--- src/rtl/risc_16bit_datapath.sv ---
// 16-bit RISC execution datapath: register file, registered read ports, ALU, write-back mux.
// Optional macro RF_READ_BYPASS_EN: same-cycle write-to-read forwarding on each read port.
module risc_16bit_datapath #(
    parameter int W  = 16,
    parameter int AW = 4,
    parameter int IW = 8
) (
    input  logic          clk,
    input  logic          reset,
    input  logic [IW-1:0] RF_W_data,
    input  logic          RF_s1,
    input  logic          RF_s0,
    input  logic [AW-1:0] RF_W_addr,
    input  logic          RF_W_wr,
    input  logic [AW-1:0] RF_Rp_addr,
    input  logic          RF_Rp_rd,
    input  logic [AW-1:0] RF_Rq_addr,
    input  logic          RF_Rq_rd,
    input  logic [2:0]    alu_s,
    input  logic [W-1:0]  R_data,
    output logic          RF_Rp_zero,
    output logic [W-1:0]  Rp_q,
    output logic [W-1:0]  Rq_q,
    output logic [W-1:0]  alu_q,
    output logic [W-1:0]  D_W_data
);

    localparam int NREG = 2 ** AW;

    logic [W-1:0] r_rf [NREG];
    logic [W-1:0] r_rp_q;
    logic [W-1:0] r_rq_q;
    logic [W-1:0] r_alu_q;

    logic [W-1:0] w_imm_sx;
    logic [W-1:0] w_wb_data;
    logic [W-1:0] w_alu_res;
    logic [W-1:0] w_rp_next;
    logic [W-1:0] w_rq_next;

    assign w_imm_sx = {{(W-IW){RF_W_data[IW-1]}}, RF_W_data};

    // Write-back source select: ALU, memory load, immediate, or register move
    always_comb begin
        w_wb_data = r_alu_q;
        unique case ({RF_s1, RF_s0})
            2'b00: w_wb_data = r_alu_q;
            2'b01: w_wb_data = R_data;
            2'b10: w_wb_data = w_imm_sx;
            2'b11: w_wb_data = r_rp_q;
        endcase
    end

    // Read-port data; with forwarding a same-index write wins over the array
    always_comb begin
        w_rp_next = r_rf[RF_Rp_addr];
        w_rq_next = r_rf[RF_Rq_addr];
`ifdef RF_READ_BYPASS_EN
        if (RF_W_wr && (RF_W_addr == RF_Rp_addr)) begin
            w_rp_next = w_wb_data;
        end
        if (RF_W_wr && (RF_W_addr == RF_Rq_addr)) begin
            w_rq_next = w_wb_data;
        end
`endif
    end

    // ALU operation on the registered operands; carries and borrows are dropped
    always_comb begin
        w_alu_res = '0;
        unique case (alu_s)
            3'b000: w_alu_res = r_rp_q + r_rq_q;
            3'b001: w_alu_res = r_rp_q - r_rq_q;
            3'b010: w_alu_res = r_rp_q & r_rq_q;
            3'b011: w_alu_res = r_rp_q | r_rq_q;
            3'b100: w_alu_res = r_rp_q ^ r_rq_q;
            3'b101: w_alu_res = ~r_rp_q;
            3'b110: w_alu_res = r_rp_q << 1;
            3'b111: w_alu_res = r_rp_q >> 1;
        endcase
    end

    // Register file write; every entry clears on reset
    always_ff @(posedge clk or negedge reset) begin
        if (!reset) begin
            for (int i = 0; i < NREG; i++) begin
                r_rf[i] <= '0;
            end
        end else if (RF_W_wr) begin
            r_rf[RF_W_addr] <= w_wb_data;
        end
    end

    // Read port registers hold their value when not enabled
    always_ff @(posedge clk or negedge reset) begin
        if (!reset) begin
            r_rp_q <= '0;
            r_rq_q <= '0;
        end else begin
            if (RF_Rp_rd) begin
                r_rp_q <= w_rp_next;
            end
            if (RF_Rq_rd) begin
                r_rq_q <= w_rq_next;
            end
        end
    end

    // ALU result register, updated every cycle
    always_ff @(posedge clk or negedge reset) begin
        if (!reset) begin
            r_alu_q <= '0;
        end else begin
            r_alu_q <= w_alu_res;
        end
    end

    assign Rp_q       = r_rp_q;
    assign Rq_q       = r_rq_q;
    assign alu_q      = r_alu_q;
    assign D_W_data   = r_rp_q;
    assign RF_Rp_zero = (r_rp_q == '0);

endmodule

--- config.mk ---
export PLATFORM = sky130hd
export DESIGN_NAME = risc_16bit_datapath
export DESIGN_NICKNAME = d
export VERILOG_FILES = /design/src/rtl/risc_16bit_datapath.sv
export SDC_FILE = /design/constraint.sdc
export NUM_CORES = 1
export LEC_CHECK = 0
export CORE_ASPECT_RATIO = 0.7
export CORE_MARGIN = 10
export CORE_UTILIZATION = 37
export CTS_CLUSTER_SIZE = 14
export DETAILED_ROUTE_END_ITERATION = 8
export DONT_BUFFER_PORTS = 1
export PLACE_DENSITY_LB_ADDON = 0.15
export SKIP_LAST_GASP = 1
export SLEW_MARGIN = 20
export SYNTH_ARGS = -nofsm -noshare
export SYNTH_HDL_FRONTEND = slang
export SYNTH_SLANG_ARGS = --single-unit
--- constraint.sdc ---
create_clock -name clk -period 6.53 [get_ports clk]
set_input_delay 0.653 -clock clk [delete_from_list [all_inputs] [get_ports clk]]
set_output_delay 0.653 -clock clk [all_outputs]
set_load 0.05 [all_outputs]
== After elaboration in Yosys (flattened, before gate mapping) ==
Index checks and enable logic that the tools add are counted.
Word-level totals
  input bits: 46
  register bits after elaboration: 304
  output and inout port bits: 65
  memories: 0
  word-level logic and storage cells: 57
  memory bits (writable): 0
  latch bits: 0
  memory bits (read-only): 0
Operators by class
  multiplexer cells: 11
  add/sub/neg operators: 2
  $mul: 0
  eq/ne operators: 10
  bitwise logic cells: 7
  reduce and logical (&&, ||, !) cells: 4
  $lt $le $gt $ge: 4
  shift operators: 0
  divide/modulo/power cells: 0
Operator list (count)
  bitwise mux 256 bit: 1
  binary-select mux 16 bit (select 4 bit): 2
  case mux 16 bit (8 select lines): 1
  2-to-1 mux 16 bit: 5
  demux 16 bit (select 4 bit): 1
  case mux 16 bit (4 select lines): 1
  adder 16 bit: 1
  bitwise AND 16 bit: 1
  zero test 16 bit: 1
  NOT 16 bit: 1
  OR 16 bit: 1
  subtractor 16 bit: 1
  XOR 16 bit: 1
  >= comparator 5 bit (second input constant): 3
  NOT 4 -> 5 bit: 3
  equality test 3 bit (second input constant): 4
  equality test 3 x 2 -> 1 bit (second input constant): 2
  less-than comparator 5 x 1 -> 1 bit (second input constant): 1
  equality test 2 bit (second input constant): 2
  equality test 3 x 1 -> 1 bit (second input constant): 1
  zero test 3 bit: 1
  equality test 2 x 1 -> 1 bit (second input constant): 1
  zero test 2 bit: 1
  logical AND 1 bit: 1

== Depth between registers and ports, before layout ==
Gate-level depths: netlist of run 1.
  word-level depth: 6
  depth in mapped cells: 14
  depth with buffers taken out: 13

== Worst setup path before layout of run 1 ==
OpenSTA, ideal clock, no wires.
  path kind: input -> register
  start: input alu_s[0]
  end: register r_alu_q[12] (netlist: alu_q[12])
  slack: 3.069 ns
  data required time: 6.393 ns
  library setup time: 0.137 ns
  stages on the path: 12
  path buffers: 3
  data arrival time: 3.324 ns
  cell sequence: buf_2 buf_1 clkbuf_1 nand2_1 mux2i_1 fa_1 a21o_1 a221oi_1 o21ai_0 a21oi_1 xnor2_1 o22ai_1
On the way
  word-level cells in the longest chain between the ends: 2
  elaborated cells on any way between the ends: 9
  classes of those cells: eq/ne: 7; mux: 1; reduce/logical: 1
RTL lines
  from (decl): RTL line 19  | input logic [2:0] alu_s,
  equality test 3 bit (tied with other cells): RTL line 71  | unique case (alu_s)
  case mux 16 bit (8 select lines) (*): RTL line 71
  net w_alu_res[12]: RTL line 37  | logic [W-1:0] w_alu_res;
  to (signal assigned): RTL line 114  | r_alu_q <= w_alu_res;
  to (decl): RTL line 33  | logic [W-1:0] r_alu_q;
Mark *: on every way through the listed nets, which the timed path passes. The rest lies on a longest branch.
A chain may end at the register's enable or synchronous reset.

== Worst setup path after layout of run 1 ==
  start: register r_rq_q[0] (netlist: Rq_q[0])
  end: register r_alu_q[13] (netlist: alu_q[13])
On the way
  word-level cells in the longest chain between the ends: 2
  elaborated cells on any way between the ends: 3
  classes of those cells: add/sub: 2; mux: 1
RTL lines
  from (decl): RTL line 32  | logic [W-1:0] r_rq_q;
  from (signal assigned): RTL line 104  | r_rq_q <= w_rq_next;
  subtractor 16 bit or adder 16 bit (tied branches): RTL line 73, 72
  case mux 16 bit (8 select lines) (*): RTL line 71
  net w_alu_res[13]: RTL line 37
Marks and branches as above.

==> results.toml, run 1 <==
[outcome]
status = "complete, but fails checks"
violations = "hold timing"

[worst_hold_path]
min_path_type = "input port to asynchronous set/reset pin"

[worst_setup_path]
worstPathRequired_ps = 6970
crit_type = "flop to flop"
cp_cell_sequence = "inv_1, ha_1, nand3_1, nor2_1, a21oi_1, xnor2_1, ha_1, a21oi_1, o21ai_0, a221o_1, a31oi_1, mux2i_1, nand2_1"
cp.arrival_ps = 3930
critPathMaxStageDelay_ps = 610
cp-start-kind = "flop"
end_kind = "flop"
slowest_stage = "dfrtp_1"
critical_path.max_fanout = 8

[sta]
tightestPinTransition_ps = 979
slew_viol_final = 0
finalHoldViolCount = 304
fmax_mhz = 286
fin_setup_tns_ps = 0
slew-limit-headroom_pct = 34.6
period_minus_slack_ps = 3490
setup_viol = 0
fin_crit_sh_pct = 53.5
whs_ps = -163
fin_skew_ps = 17.9
rsz0062_at_grt = "no"

[synth]
synth-edff-count = 0
seq_area_frac_synth_pct = 42.2
dominantRegCellSynth = "dfrtp_1"
syn_avg_cell_area_um2 = 14.1
synth.net_count = 1376
ys_ff_latch = 304
syn_area_um2 = 18000
yosys_warnings = 0
postSynthCellCount = 1281
ys_types = 52
synthArstFlopShare_pct = 100

[cells_and_area]
fin_nets = 1316
fillers = 4444
synthToLayoutAreaGrowth_pct = 8.73
multiInputGateArea_um2 = 9640
antennaDiodeCount = 0
seqCellArea_um2 = 7610
final_layout_size_suffix_gt1_share_pct = 40.7
fin_area_um2 = 19600

[global_routing]
grt_util_all_layers_pct = 19.2
grt_max_degree = 305
antenna_found_initial = 1
grt_pass1_wl_um = 82900
first_global_vias = 11700
grt_overflow_total = 0

[route]
routedWlPerCell_um = 29.5
drt_iter0_drc = 1010
via_per_inst = 6.00
num_vias = 11400
drc = 0
firstDrtPassIters = 5
ant_nets = 0
routed_wl_um = 56200

[power_and_ir_drop]
power.density_nw_per_um2 = 440
comb_power_share_pct = 36.7
sw_frac_of_total_pct = 38.1
power_switching_mw = 3.29
pwr-share-clk_pct = 23.6
pwr-share-seq_pct = 39.7
ir_worst_vdd_mv = 0.275
internal_power_mw = 5.34
leakage_nw = 8.26

[cts]
cts-root-buf = "clkbuf_16"
cts_resized = 0
cts_max_level = 2
cts_buffers = 36
clock_path_buffers = 3
cts.sinks = 304
clkTransAtPathRegs_ps = 70
cts_tree = "yes"
insertion_delay_ps = 550
cts_setup_buffers = 0

[floorplanning]
core_area_um2 = 48000
io-pin-count = 111
start_util_pct = 37.5
rows = 67
die_area_um2 = 58100
die-width_um = 284
die_h_um = 205

[placement]
dp_hpwl_um = 33800
gp_congestion = 0.883
io_buffers = 0
place_area_um2 = 18400

[flow_run]
cap_violations = 0
==> cells in the final DEF (no fill, tap or decap), types with 7 or more instances in the layout <==
cell type    n
a21oi_1     37
a31oi_1      9
buf_4       22
clkbuf_1     7
clkbuf_16   36
clkbuf_8     7
clkinv_2     9
dfrtp_1    304
ha_1        48
inv_1       52
mux2_2     259
mux2i_1     15
mux4_1      30
mux4_2     151
nand2_1     56
nor2_1      16
nor2_4       9
o21ai_0     26
o21ai_1     32
xnor2_1     22
==> layout make-up <==
| type | count | share of cell area [%] |
|---|---|---|
| inverters | 52 | 0.996 |
| clock inverters | 14 | 0.766 |
| flip-flops and latches | 304 | 38.8 |
| multi-input cells | 805 | 49.2 |
| clock buffers | 50 | 5.22 |
| well taps | 655 | 4.18 |
| repair buffers | 22 | 0.842 |
==> metal layers <==
metal  vias to the layer above  part of all wire, %  GRT usage, %  wire (um)
li1                       4781                    -             -          -
met1                      6156                   45          26.5      25500
met2                       410                   45          29.9      25300
met3                        63                  8.0          5.41       4510
met4                         0                  1.5          3.75        819
met5                         -                    0             0          0
==> metrics by stage <==
step	instances	hold slack (ps)	utilization [%]	setup slack (ps)	total power [mW]
2_1_floorplan	1281	357	-	3070	5.80
3_3_place_gp	1838	380	38.4	3180	6.53
3_5_place_dp	1838	379	38.4	3080	6.59
4_1_cts	1902	-196	40.8	3060	8.65
5_1_grt	1902	-192	40.8	2750	9.10
6_report	1902	-163	40.8	3040	8.63
==> Yosys cell counts, types with 6 or more instances <==
cell type  count  share of area [%]
mux2_2       259                 16
clkbuf_1      38               0.79
mux4_2       151                 19
a31oi_1        9               0.31
a21oi_1       37                1.0
nand2b_1       7               0.24
o21ai_1       32               0.89
mux4_1        30                4.4
buf_1         16               0.33
xnor2_1       22                1.1
o22ai_1        6               0.21
nor2_1        25               0.52
o211ai_1       6               0.25
o21ai_0       26               0.72
mux2i_1       15               0.83
buf_6         12               0.75
nand2_1       56                1.2
buf_2         33               0.92
ha_1          48                3.3
dfrtp_1      304                 42
nor4_1         6               0.21
buf_4         19               0.79
inv_1         52                1.1
==> worst paths after layout <==
| path | start | end | slack [ps] | cells past startpoint |
|---|---|---|---|---|
| max | Rq_q[0]$_DFFE_PN0P_ | alu_q[13]$_DFF_PN0_ | 3040 | 13 |
| min in group clk | RF_Rq_rd | Rq_q[1]$_DFFE_PN0P_ | 190 | 1 |
| max reg2reg | Rq_q[0]$_DFFE_PN0P_ | alu_q[13]$_DFF_PN0_ | 3040 | 13 |
| min reg2reg | r_rf[34]$_DFFE_PN0P_ | r_rf[34]$_DFFE_PN0P_ | 520 | 1 |
| max in group asynchronous | reset | r_rf[233]$_DFFE_PN0P_ | 6070 | 0 |
| min | reset | r_rf[33]$_DFFE_PN0P_ | -160 | 0 |
==> flip-flops by register name (all words and copies together), names as in the netlist <==
| register | flops |
|---|---|
| Rq_q | 16 |
| alu_q | 16 |
| r_rf | 256 |
| D_W_data | 16 |
==> power by group through the flow <==
stage	clock network [mW]	logic, mW	registers (mW)
2_1_floorplan	0	2.42	3.38
3_3_place_gp	0	3.11	3.42
3_5_place_dp	0	3.14	3.45
4_1_cts	2.08	3.15	3.41
5_1_grt	2.16	3.42	3.52
6_report	2.04	3.17	3.42
==> logic make-up after synthesis <==
| family | synth area share [%] |
|---|---|
| flip-flops | 42.2 |
| AND/OR/NAND/NOR | 3.46 |
| XOR/XNOR | 1.31 |
| adder cells (fa/ha/maj) | 3.44 |
| multiplexers | 40.2 |
| AO/OA/AOI/OAI | 4.64 |
| buffers and inverters | 4.72 |
==> worst max-delay path, delay by kind of cell (launching register included) <==
| family | cells | cell delay, ps |
|---|---|---|
| compound gates | 5 | 990 |
| fa+ha+maj | 2 | 660 |
| flops | 1 | 610 |
| simple gates | 3 | 500 |
| mux | 1 | 230 |
| buf+inv | 1 | 220 |
| xor+xnor | 1 | 150 |
Power figures use the tool's default switching activity.
==> inputs of run 2 (changes only) <==
- clock period: 6.53 -> 3.4 ns (I/O delays scaled with it)
==> run 2 against run 1 <==
The run still ends with hold timing left; sequential share of layout area fell by 0.19 points; combinational power rose by 100%; core utilization rose by 0.20 points; die area did not move; design area rose by 0.48%; register-to-register slack got worse by 2800 ps; critical endpoint unchanged; final cell count rose by 1.1%; flip-flop and latch count did not move; non-clock buffer count rose by 31; clock-buffer cell count fell by 4.
==> results.toml, run 2 (same netlist as run 1, synthesis figures left out) <==
[worst_hold_path]
min_path_type = "input port to asynchronous set/reset pin"

[sta]
slew-limit-headroom_pct = 42.0
slew_viol_final = 0
fin_crit_sh_pct = 93.3
period_minus_slack_ps = 3170
whs_ps = -469
fmax_mhz = 315
tightestPinTransition_ps = 870
fin_skew_ps = 25.2
rsz0062_at_grt = "no"
fin_setup_tns_ps = 0
setup_viol = 0
finalHoldViolCount = 304

[cells_and_area]
fin_nets = 1345
synthToLayoutAreaGrowth_pct = 9.26
stdcell_count = 1923
largest-register = "r_rf"
final_layout_size_suffix_gt1_share_pct = 41.2
largest_reg_flops = 256
final_common_cell = "dfrtp_1"
fin_area_um2 = 19700
layout_common_cells = "dfrtp_1 (304), mux2_2 (259), mux4_2 (151)"

[cts]
cts-root-buf = "clkbuf_16"
cts_tree = "yes"
cts.sinks = 304
insertion_delay_ps = 540
clock_path_buffers = 3
cts_buffers = 34
cts_resized = 0
clkTransAtPathRegs_ps = 70
cts_max_level = 2
postCtsHoldBufs = 5
cts_setup_buffers = 0

[power_and_ir_drop]
power.density_nw_per_um2 = 834
ir_worst_vdd_mv = 0.278
leakage_nw = 8.35

[route]
num_vias = 11500
drt_iter0_drc = 940
routedWlPerCell_um = 29.2
routed_wl_um = 56200
ant_nets = 0
via_per_inst = 5.96
drc = 0
firstDrtPassIters = 5

[worst_setup_path]
slowest_stage = "dfrtp_1"
end_kind = "flop"
crit_type = "flop to flop"
critPathMaxStageDelay_ps = 390
cp-start-kind = "flop"
critical_path.max_fanout = 8
crit_buf_inv = 1
cp.arrival_ps = 3580
crit_family = "compound AO/OA/AOI/OAI gates"
cp_cell_sequence = "inv_1, ha_1, nand3_1, nor2_1, a21oi_1, xnor2_1, ha_1, a21oi_1, o21ai_0, a221o_1, a31oi_1, mux2i_1, nand2_1"
ff2ff_setup_slack_ps = 230
worstPathRequired_ps = 3810

[global_routing]
grt_overflow_total = 0
antenna_found_initial = 3
grt_pass1_wl_um = 82900
grtUsageMet2_pct = 28.9
grt_util_all_layers_pct = 19.2
grt_max_degree = 305
grt_busiest_layer = "met2"
met1_usage_pct = 27.4
first_global_vias = 11500
use_met3_pct = 5.17

[placement]
io_buffers = 0
place_inst = 1864
dp_hpwl_um = 34100
gp_congestion = 0.879
place_area_um2 = 18600

[outcome]
violations = "hold timing"
status = "complete, but fails checks"

[floorplanning]
die_area_um2 = 58100
core_area_um2 = 48000
io-pin-count = 111
die_h_um = 205
start_util_pct = 37.5
rows = 67
die-width_um = 284

[flow_run]
cap_violations = 0
run 2: changes by cell type in the layout (fill, tap and decap cells not counted):
cell           change
clkinv_2           -7
inv_16             -1
buf_4             +26
and3_2             -1
diode_2            +2
buf_12             +2
and3_1             +1
clkbuf_16          -1
clkbuf_8           -3
clkinv_8           -1
inv_6              +1
nor2_2             +9
dlygate4sd3_1      +3
nor2_4             -9
run 2: power by group:
group / switching [mW] / internal [mW] / leakage [nW]
registers: 1.37 / 4.94 / 3.83
clock network: 1.52 / 2.11 / 0.513
logic: 3.35 / 3.14 / 4.01
total: 6.23 / 10.2 / 8.35
run 2: worst reg2reg max path: cells and delay by family, from the launching register on:
family,cells,cell delay [ps]
flip-flops,1,390
adder cells (fa/ha/maj),2,600
XOR/XNOR,1,150
buffers and inverters,1,110
multiplexers,1,230
AO/OA/AOI/OAI,5,990
AND/OR/NAND/NOR,3,570
run 2: per-stage QoR:
step | hold WS [ps] | setup slack [ps] | utilization, % | power [mW]
floorplan | 44.4 | 252 | - | 11.1
global placement | 71.6 | 323 | 38.7 | 12.6
detailed placement | 71.1 | 293 | 38.7 | 12.8
CTS | -499 | 247 | 41.0 | 16.5
global route | -490 | 48.7 | 41.0 | 17.3
finish | -469 | 228 | 41.0 | 16.4
run 2: cell type report:
type                       count  area, um^2
fill                        4430       28300
timing repair buffer          53         430
inverter                      52         195
antenna                        2        5.00
sequential                   304        7610
clock inverter                 6        87.6
multi-input combinational    805        9600
clock buffer                  46         957
tap                          655         820
run 2: worst paths after layout:
check,start,end,cells after the start
hold reg to reg,r_rf[154]$_DFFE_PN0P_,r_rf[154]$_DFFE_PN0P_,1
max in group asynchronous,reset,alu_q[7]$_DFF_PN0_,0
hold / removal,reset,r_rf[193]$_DFFE_PN0P_,0
setup reg to reg,Rq_q[1]$_DFFE_PN0P_,alu_q[13]$_DFF_PN0_,13
min in group clk,alu_s[1],alu_q[0]$_DFF_PN0_,2
setup / recovery,Rq_q[1]$_DFFE_PN0P_,alu_q[13]$_DFF_PN0_,13
run 2: metal layers:
layer / vias to the layer above / share of wire [%]
met4: 2 / 1.9
met5: - / 0.016
met1: 6213 / 47
met2: 333 / 44
li1: 4832 / -
met3: 76 / 6.8
==> RTL change, RTL diff (config.mk and constraints of run 2) <==
Add a define of `RF_READ_BYPASS_EN`.
--- a/src/rtl/risc_16bit_datapath.sv
+++ b/src/rtl/risc_16bit_datapath.sv
@@ -1,5 +1,7 @@
 // 16-bit RISC execution datapath: register file, registered read ports, ALU, write-back mux.
 // Optional macro RF_READ_BYPASS_EN: same-cycle write-to-read forwarding on each read port.
+`define RF_READ_BYPASS_EN
+
 module risc_16bit_datapath #(
     parameter int W  = 16,
     parameter int AW = 4,
Behaviour: not the same (Yosys sat finds a counterexample within 4 cycles, from zero or initial values and one cycle with reset low).
==> RTL change against run 2 <==
  * The flow still finishes with violations (hold timing)
  * Sequential cell count unchanged
  * Total power is 3.2% lower
  * Cell area grew 2.1%
  * Sequential share of layout area decreased by 0.79 points
  * Area after synthesis rose by 2.5%
  * Critical path depth fell by 2
  * Clock power fell by 3%
  * Non-clock buffer count rose by 6
  * Routed wire length fell by 1.4%
  * Worst setup slack gained 42 ps
  * Core utilization fell by 0.26 points
  * Via count grew 3.1%
  * Count of clock-buffer cells in the layout is 1 higher
  * First-iteration DRC count shrank 4.4%
  * Critical endpoint is now alu_q[10]$_DFF_PN0_
  * Largest cell class unchanged
==> RTL change: results (changes against run 2) <==
first-pass GRT wire length 83480 µm (was 82860 µm); Routed WL per cell 27.69 µm (was 29.24 µm); Synth cell types 59 (was 52); Iter 0 DRT Violations 899 (was 940); XOR/XNOR share of the synthesized area 0.01611 (was 0.01311); post-synthesis mux area share 0.4024 (about the same); status finished, violations left (unchanged); Synth top cells by count 304 x dfrtp_1, 211 x mux2_2, 158 x mux4_2, 67 x nor2_1, 66 x a21oi_1 (was 304 x dfrtp_1, 259 x mux2_2, 151 x mux4_2, 56 x nand2_1, 52 x inv_1); htree depth 1 (was 2); hold_buf cts 6 (was 5); Fin Hold WS -528.5 ps (was -468.9 ps); global-route usage over all layers 0.1853 (was 0.1924); Placed Cells 1938 (was 1864); failing checks hold timing (unchanged); Slew Limit Headroom 0.3804 (was 0.4198); Post-Synth Adder-Cell Area 0.03358 (was 0.03442); Fin Clk Skew 13.97 ps (was 25.15 ps); largest net degree at the start of global routing 305 (unchanged); vias in the first global route 12020 (was 11540); syn avg cell area 13.76 µm² (was 14.08 µm²); diode count 0 (was 2); post-layout net count 1407 (was 1345); worst-path fanout max 7 (was 8); Arrival @ worst endpoint 3570 ps (was 3580 ps); Num CTS Buffers 31 (was 34); leakage power 8.194 nW (was 8.350 nW); Final Routed Wirelength 55430 µm (was 56240 µm); gpl congestion 0.9365 (was 0.8786); post-DR vias/cell 5.902 (was 5.957); share of post-route cells with drive strength above 1 0.3672 (was 0.4123); Clock Latency Late Sink 580 ps (was 540 ps); Fin. Hold Viols 304 (unchanged); final-layout fill cell count 4638 (was 4430); Compound-Gate Fraction of Synth Area 0.04577 (was 0.04635); Worst IR Drop VDD 407.6 µV (was 278.2 µV); antenna violations before repair 0 (was 3); Synth area leaders dfrtp_1 41%, mux4_2 19%, mux2_2 13% (was dfrtp_1 42%, mux4_2 19%, mux2_2 16%)
==> RTL change: cell count changes in the layout (fill, tap and decap cells not counted), moves of 5 or more <==
cell and delta:
mux2i_1 +29, inv_1 -12, mux2_1 +48, nand2_1 -10, mux2_2 -48, buf_4 +5
mux4_1 -13, nand2b_1 +7, a21oi_1 +29, nor2_1 +42, mux4_2 +7, a21o_1 -5
o21ai_1 -23
==> RTL change: layout make-up <==
type,count,area (µm²),share of cell area
Clock buffer,47,915.9,0.04554
Timing Repair Buffer,59,478.0,0.02377
Clock inverter,11,113.9,0.005661
Multi-Input combinational cell,876,10010,0.4979
Sequential cell,304,7607,0.3783
Tap cell,665,832.0,0.04137
Inverter,40,150.1,0.007465
==> RTL change: path summary, 6_finish.rpt <==
kind	startpoint	to	slack, ps	cells past startpoint
setup / recovery	Rq_q[2]$_DFFE_PN0P_	alu_q[10]$_DFF_PN0_	270	11
hold / removal	reset	r_rf[80]$_DFFE_PN0P_	-530	0
setup reg to reg	Rq_q[2]$_DFFE_PN0P_	alu_q[10]$_DFF_PN0_	270	11
hold reg to reg	r_rf[29]$_DFFE_PN0P_	r_rf[29]$_DFFE_PN0P_	510	1
max in group asynchronous	reset	r_rf[218]$_DFFE_PN0P_	3290	0
min in group clk	alu_s[2]	alu_q[11]$_DFF_PN0_	30	3
==> RTL change: cell families after synthesis <==
family,after synthesis
mux,481
xor+xnor,34
fa+ha+maj,49
flops,304
compound gates,145
buf+inv,163
simple gates,167
==> RTL change: critical path: stages (launching register included) <==
cell	delay (ps)
dfrtp_1	410
nor3_1	380
and3_1	410
nor2_1	90
xnor2_1	130
ha_1	390
nand4_1	190
nor3_1	90
o31ai_1	410
nand2_1	120
xnor2_1	240
o22ai_1	130
==> RTL change: per-stage QoR <==
stage               setup slack, ps  area (µm²)  utilization  power (W)  hold WS [ps]
floorplan                     352.7       18480            -    0.01092         44.41
global placement              362.7       19000       0.3851    0.01226         66.45
detailed placement            306.9       19000       0.3851    0.01240         68.86
CTS                           294.5       20110       0.4076    0.01598        -553.6
global route                  3.851       20110       0.4076    0.01683        -558.6
finish                        270.8       20110       0.4076    0.01591        -528.5
==> RTL change: power by group <==
group,switching (W),internal [W]
combinational,0.00302,0.00307
clock,0.00151,0.00200
sequential,0.00134,0.00495
==> RTL change: layer usage <==
metal,global-route usage,part of all wire,vias to the layer above
met3,0.03904,0.058,61
met5,0,0,-
met4,0.03340,0.015,0
li1,-,-,5046
met2,0.2805,0.45,300
met1,0.2725,0.48,6409
